==> config.mk <==
export PLATFORM = sky130hd
export DESIGN_NAME = regfile_scoreboard
export DESIGN_NICKNAME = d
export VERILOG_FILES = /design/src/rtl/regfile_pkg.sv /design/src/rtl/busy_scoreboard.sv /design/src/rtl/regfile_scoreboard.sv
export SDC_FILE = /design/constraint.sdc
export NUM_CORES = 2
export LEC_CHECK = 0
export CAP_MARGIN = 15
export CORE_MARGIN = 3
export CORE_UTILIZATION = 60
export CTS_CLUSTER_SIZE = 24
export DETAILED_ROUTE_END_ITERATION = 7
export GPL_TIMING_DRIVEN = 0
export PLACE_DENSITY = 0.73
export SETUP_SLACK_MARGIN = 0.02
export SKIP_CTS_REPAIR_TIMING = 1
export SKIP_LAST_GASP = 1
export SYNTH_ARGS = -nofsm -noshare
export SYNTH_HDL_FRONTEND = slang
export SYNTH_SLANG_ARGS = --single-unit
==> constraint.sdc <==
create_clock -name clk -period 2.8 [get_ports clk]
set_input_delay 0.42 -clock clk [delete_from_list [all_inputs] [get_ports clk]]
set_output_delay 0.42 -clock clk [all_outputs]
set_load 0.005 [all_outputs]
==> src/rtl/regfile_pkg.sv <==
// Shared definitions for the register file with busy scoreboard:
// default widths, the hard-wired zero register and port slice helpers.
package regfile_pkg;

  localparam int DEF_DATA_WIDTH = 32;
  localparam int DEF_ADDR_WIDTH = 5;
  localparam int REG_ZERO       = 0;

  // LSB of read port k within the flattened index bus
  function automatic int rd_addr_lsb(input int k, input int addr_width);
    return k * addr_width;
  endfunction

  // LSB of read port k within the flattened data bus
  function automatic int rd_data_lsb(input int k, input int data_width);
    return k * data_width;
  endfunction

endpackage

==> src/rtl/busy_scoreboard.sv <==
// One busy bit per architectural register; flush beats claim beats write.
// Per-port lookup hides a busy bit that is being cleared this cycle when bypassing.
module busy_scoreboard
  import regfile_pkg::*;
#(
  parameter int ADDR_WIDTH = DEF_ADDR_WIDTH,
  parameter int NUM_READ   = 2,
  parameter int BYPASS     = 1
) (
  input  logic                                 clk,
  input  logic                                 reset,
  input  logic                                 i_reg_write,
  input  logic [ADDR_WIDTH-1:0]                i_write_register,
  input  logic                                 i_claim,
  input  logic [ADDR_WIDTH-1:0]                i_claim_register,
  input  logic                                 i_flush,
  input  logic [NUM_READ-1:0][ADDR_WIDTH-1:0]  rd_idx,
  output logic [NUM_READ-1:0]                  o_busy
);

  localparam int DEPTH = 1 << ADDR_WIDTH;
  localparam logic [ADDR_WIDTH-1:0] RZ = ADDR_WIDTH'(REG_ZERO);

  logic [DEPTH-1:0] busy;

  // The claim assignment comes last so it overrides a same-cycle write clear.
  always_ff @(posedge clk or negedge reset) begin
    if (!reset) begin
      busy <= '0;
    end else if (i_flush) begin
      busy <= '0;
    end else begin
      if (i_reg_write && i_write_register != RZ) busy[i_write_register] <= 1'b0;
      if (i_claim && i_claim_register != RZ)     busy[i_claim_register] <= 1'b1;
    end
  end

  for (genvar k = 0; k < NUM_READ; k++) begin : g_port
    logic clr_now;
    assign clr_now  = (BYPASS != 0) && i_reg_write && (i_write_register == rd_idx[k]);
    assign o_busy[k] = (rd_idx[k] != RZ) && busy[rd_idx[k]] && !clr_now;
  end

endmodule

==> src/rtl/regfile_scoreboard.sv <==
// Multi-port register file with optional same-cycle write bypass and a busy
// scoreboard for ID-stage hazard detection. Register 0 is hard-wired to zero.
module regfile_scoreboard
  import regfile_pkg::*;
#(
  parameter int DATA_WIDTH = DEF_DATA_WIDTH,
  parameter int ADDR_WIDTH = DEF_ADDR_WIDTH,
  parameter int NUM_READ   = 2,
  parameter int BYPASS     = 1
) (
  input  logic                           clk,
  input  logic                           reset,
  input  logic                           i_reg_write,
  input  logic [ADDR_WIDTH-1:0]          i_write_register,
  input  logic [DATA_WIDTH-1:0]          i_write_data,
  input  logic [NUM_READ*ADDR_WIDTH-1:0] i_read_register,
  output logic [NUM_READ*DATA_WIDTH-1:0] o_read_data,
  output logic [NUM_READ-1:0]            o_busy,
  input  logic                           i_claim,
  input  logic [ADDR_WIDTH-1:0]          i_claim_register,
  input  logic                           i_flush
);

  localparam int DEPTH = 1 << ADDR_WIDTH;
  localparam logic [ADDR_WIDTH-1:0] RZ = ADDR_WIDTH'(REG_ZERO);

  logic [DEPTH-1:0][DATA_WIDTH-1:0]    mem;
  logic [NUM_READ-1:0][ADDR_WIDTH-1:0] rd_idx;

  always_ff @(posedge clk or negedge reset) begin
    if (!reset) begin
      mem <= '0;
    end else if (i_reg_write && i_write_register != RZ) begin
      mem[i_write_register] <= i_write_data;
    end
  end

  for (genvar k = 0; k < NUM_READ; k++) begin : g_rd
    logic hit;
    assign rd_idx[k] = i_read_register[rd_addr_lsb(k, ADDR_WIDTH) +: ADDR_WIDTH];
    // Bypass is gated by reset so reads stay zero while reset is held.
    assign hit = (BYPASS != 0) && reset && i_reg_write && (i_write_register == rd_idx[k]);
    assign o_read_data[rd_data_lsb(k, DATA_WIDTH) +: DATA_WIDTH] =
      (rd_idx[k] == RZ) ? '0 : (hit ? i_write_data : mem[rd_idx[k]]);
  end

  busy_scoreboard #(
    .ADDR_WIDTH (ADDR_WIDTH),
    .NUM_READ   (NUM_READ),
    .BYPASS     (BYPASS)
  ) u_busy (
    .clk              (clk),
    .reset            (reset),
    .i_reg_write      (i_reg_write),
    .i_write_register (i_write_register),
    .i_claim          (i_claim),
    .i_claim_register (i_claim_register),
    .i_flush          (i_flush),
    .rd_idx           (rd_idx),
    .o_busy           (o_busy)
  );

endmodule
==> results.json <==
{
  "status": "complete, but fails checks",
  "failed_checks": "design-rule violations, negative setup slack",
  "core.rowCount": 112,
  "fill_cells": 5980,
  "slew_headroom_pct": 8.21,
  "path_cells": "mux4_2, mux2_4, a221o_1, a32o_2, clkbuf_2",
  "syn_inst": 3924,
  "drive_above_1_share_pct": 54.8,
  "timing.hold.ws_ns": 0.243,
  "slowest_stage": "mux4_2",
  "rsz0062_at_grt": "yes",
  "antenna_found_initial": 12,
  "syn_area_um2": 56700,
  "path_clk_slew_ns": 0.07,
  "die_w_um": 313,
  "rr_startpoint": "mem[856]",
  "setup_tns_ns": -36.20,
  "initial_core_util_pct": 60.6,
  "clkSinkCount": 1056,
  "hp-class": "primary input to asynchronous set/reset pin",
  "cellLeakagePower_uw": 0.0301,
  "reg2reg_slack_ns": 1.87,
  "gp_congestion": 1.07,
  "worstSetupPathType": "register to output port",
  "ys_ff_latch": 1056,
  "r2r_end": "mem[856]",
  "finalWirelength_um": 246000,
  "synth_warnings": 0,
  "ys.flop_type": "dfrtp_1",
  "setup_viol": 231,
  "crit_path_start_kind": "register",
  "fin_ws_ns": -0.498,
  "dr.pass1.iters": 8,
  "maxClockFrequency_mhz": 303,
  "post-route-period-util_pct": 118,
  "cts_buffers": 115,
  "power.density_nw_per_um2": 697,
  "stdcell_count": 5746,
  "final.min_clock_period_ns": 3.30,
  "endpoint": "o_read_data[40]",
  "drv_slew": 0,
  "endpoint_kind": "output port",
  "wl_per_cell_um": 42.8,
  "worstPathArrival_ns": 2.88,
  "required_ns": 2.38,
  "dieHeight_um": 313,
  "viasPerCell": 7.71,
  "path_max_fanout": 3,
  "skew_ns": 0,
  "grt_pass1_vias": 41200,
  "grt_usage_pct": 48.0,
  "vias": 44300,
  "cts_root_buf": "clkbuf_16",
  "slowest_delay_ns": 0.49,
  "coreArea_um2": 93500,
  "critical_path.startpoint": "mem[936]",
  "dp_cells": 5320,
  "tightestPinTransition_ns": 1.38,
  "drc": 1,
  "io_pins": 123,
  "clockBufferDepth": 3,
  "grt_start_max_net_pins": 174,
  "irDropWorstVdd_uv": 611,
  "syn-num-nets": 3981,
  "hold_violations": 0,
  "synth_async_sr_flop_share_pct": 100,
  "htree_levels": 3,
  "reg2reg_depth": 2,
  "grt_overflow_total": 0,
  "nets": 4441,
  "cts_tree": "done",
  "seq_area_frac_synth_pct": 46.6,
  "syn_avg_cell_area_um2": 14.4,
  "synth.distinct_cells": 51,
  "cap_viol_max_count": 0,
  "die_area_um2": 98200,
  "first_iter_violations": 7116,
  "multi_input_area_um2": 29600,
  "place_ws_ns": -2.75,
  "regArea_um2": 26400,
  "numPortBuffers": 110,
  "fin_util_pct": 73.8,
  "syn2layout_area_growth_pct": 21.8,
  "synth_edf_count": 0,
  "grt_pass1_wl_um": 324000,
  "antenna_left": 0,
  "dpl.hpwl_um": 166000,
  "clk_latency_ns": 0.74
}
==> cells by family (layout without fill, tap and decap cells) <==
logic type | after synthesis | count (layout) | share of synthesized area [%]
flops | 1056 | 1056 | 46.6
buf+inv | 456 | 1018 | 3.74
compound gates | 474 | 474 | 6.15
mux | 1655 | 1655 | 41.0
other cells | 0 | 6 | 0
xor+xnor | 10 | 10 | 0.155
simple gates | 273 | 273 | 2.29
==> state kept, by name, summed over array words and instances, names as in the netlist <==
signal and cells:
mem 1024, u_busy.busy 32
==> synthesized netlist by cell type, types with 4 or more instances <==
master	count	area share, %
a311oi_1	14	0.22
a221o_1	20	0.35
and2_1	5	0.055
nor2b_1	23	0.25
mux4_2	431	17
a21boi_0	9	0.12
nand2b_1	4	0.044
nor3_1	17	0.15
o22ai_1	30	0.33
nand3b_1	6	0.079
nand2_1	101	0.67
o21ai_0	33	0.29
nand4_1	12	0.13
nor2_1	55	0.36
buf_8	4	0.11
xor2_1	5	0.077
a31oi_1	9	0.099
xnor2_1	5	0.077
or2_2	4	0.044
nor3b_1	9	0.12
clkbuf_1	264	1.7
mux2_2	1033	21
a32o_1	32	0.57
o211ai_1	6	0.079
a221oi_1	12	0.19
a32oi_1	10	0.15
mux2i_1	191	3.4
buf_2	94	0.83
a22oi_1	136	1.8
a21oi_1	80	0.71
buf_4	31	0.41
dfrtp_1	1056	47
buf_1	45	0.30
buf_6	17	0.34
a211oi_1	17	0.23
o221ai_1	34	0.53
nand3_1	24	0.21
a211o_1	23	0.36
==> through the flow <==
stage | power (uW) | cell area (um2)
after detailed placement | 30300 | 59900
after floorplan | 26300 | 56700
final | 48100 | 69000
after global routing | 49100 | 69000
after CTS | 46100 | 63900
after global placement | 29800 | 59300
==> worst min path at each step <==
stage | from | endpoint | slack, ns | cells after the start
final | reset | mem[164] | 0.24 | 3
after global routing | reset | u_busy.busy[20] | 0.26 | 3
after CTS | reset | mem[187] | -0.29 | 1
after detailed placement | reset | mem[187] | 0.47 | 1
after global placement | mem[2] | mem[2] | 0.45 | 1
after floorplan | reset | mem[0] | 0.12 | 0
==> where the power goes <==
group / switching, uW / internal [uW]
logic: 5590 / 6160
registers: 2160 / 18100
clock network: 6880 / 9230
==> final cells by class <==
type | count | area share, %
Multi-Input combinational cell | 2412 | 42.9
Clock inverter | 55 | 0.852
Sequential cell | 1056 | 38.3
Tap cell | 1254 | 2.27
Antenna cell | 6 | 0.0218
Clock buffer | 164 | 4.89
Buffer | 447 | 5.45
Timing Repair Buffer | 352 | 5.30
==> per-layer routing <==
layer  track usage, %  wire length, um  part of all wire (%)
met1             61.3            84100                    34
met2             62.6            96700                    39
met3             28.9            44700                    18
met4             27.6            19000                   7.7
met5            0.988             1190                  0.48
==> layout by cell type (no fill, tap or decap), types with 34 or more instances in the layout <==
cell and n:
buf_12 57, clkinv_2 34, mux2_2 1017, a21oi_1 63, buf_1 37, clkbuf_1 178
mux4_2 431, nand2_1 87, clkdlybuf4s50_1 39, buf_16 38, a22oi_1 74, dfrtp_1 1056
nor2_1 50, buf_8 50, clkbuf_16 130, buf_2 46, a22oi_2 62, clkbuf_2 75
mux2i_1 170, buf_6 53, buf_4 183
==> critical path, delay by kind of cell, from the launching register on <==
family | cells | cell delay, ns
AOI/OAI and AO/OA | 2 | 0.78
muxes | 2 | 0.82
buffers and inverters | 1 | 0.14
DFF | 1 | 0.40
Note: power is estimated with default switching activity, not from simulation.
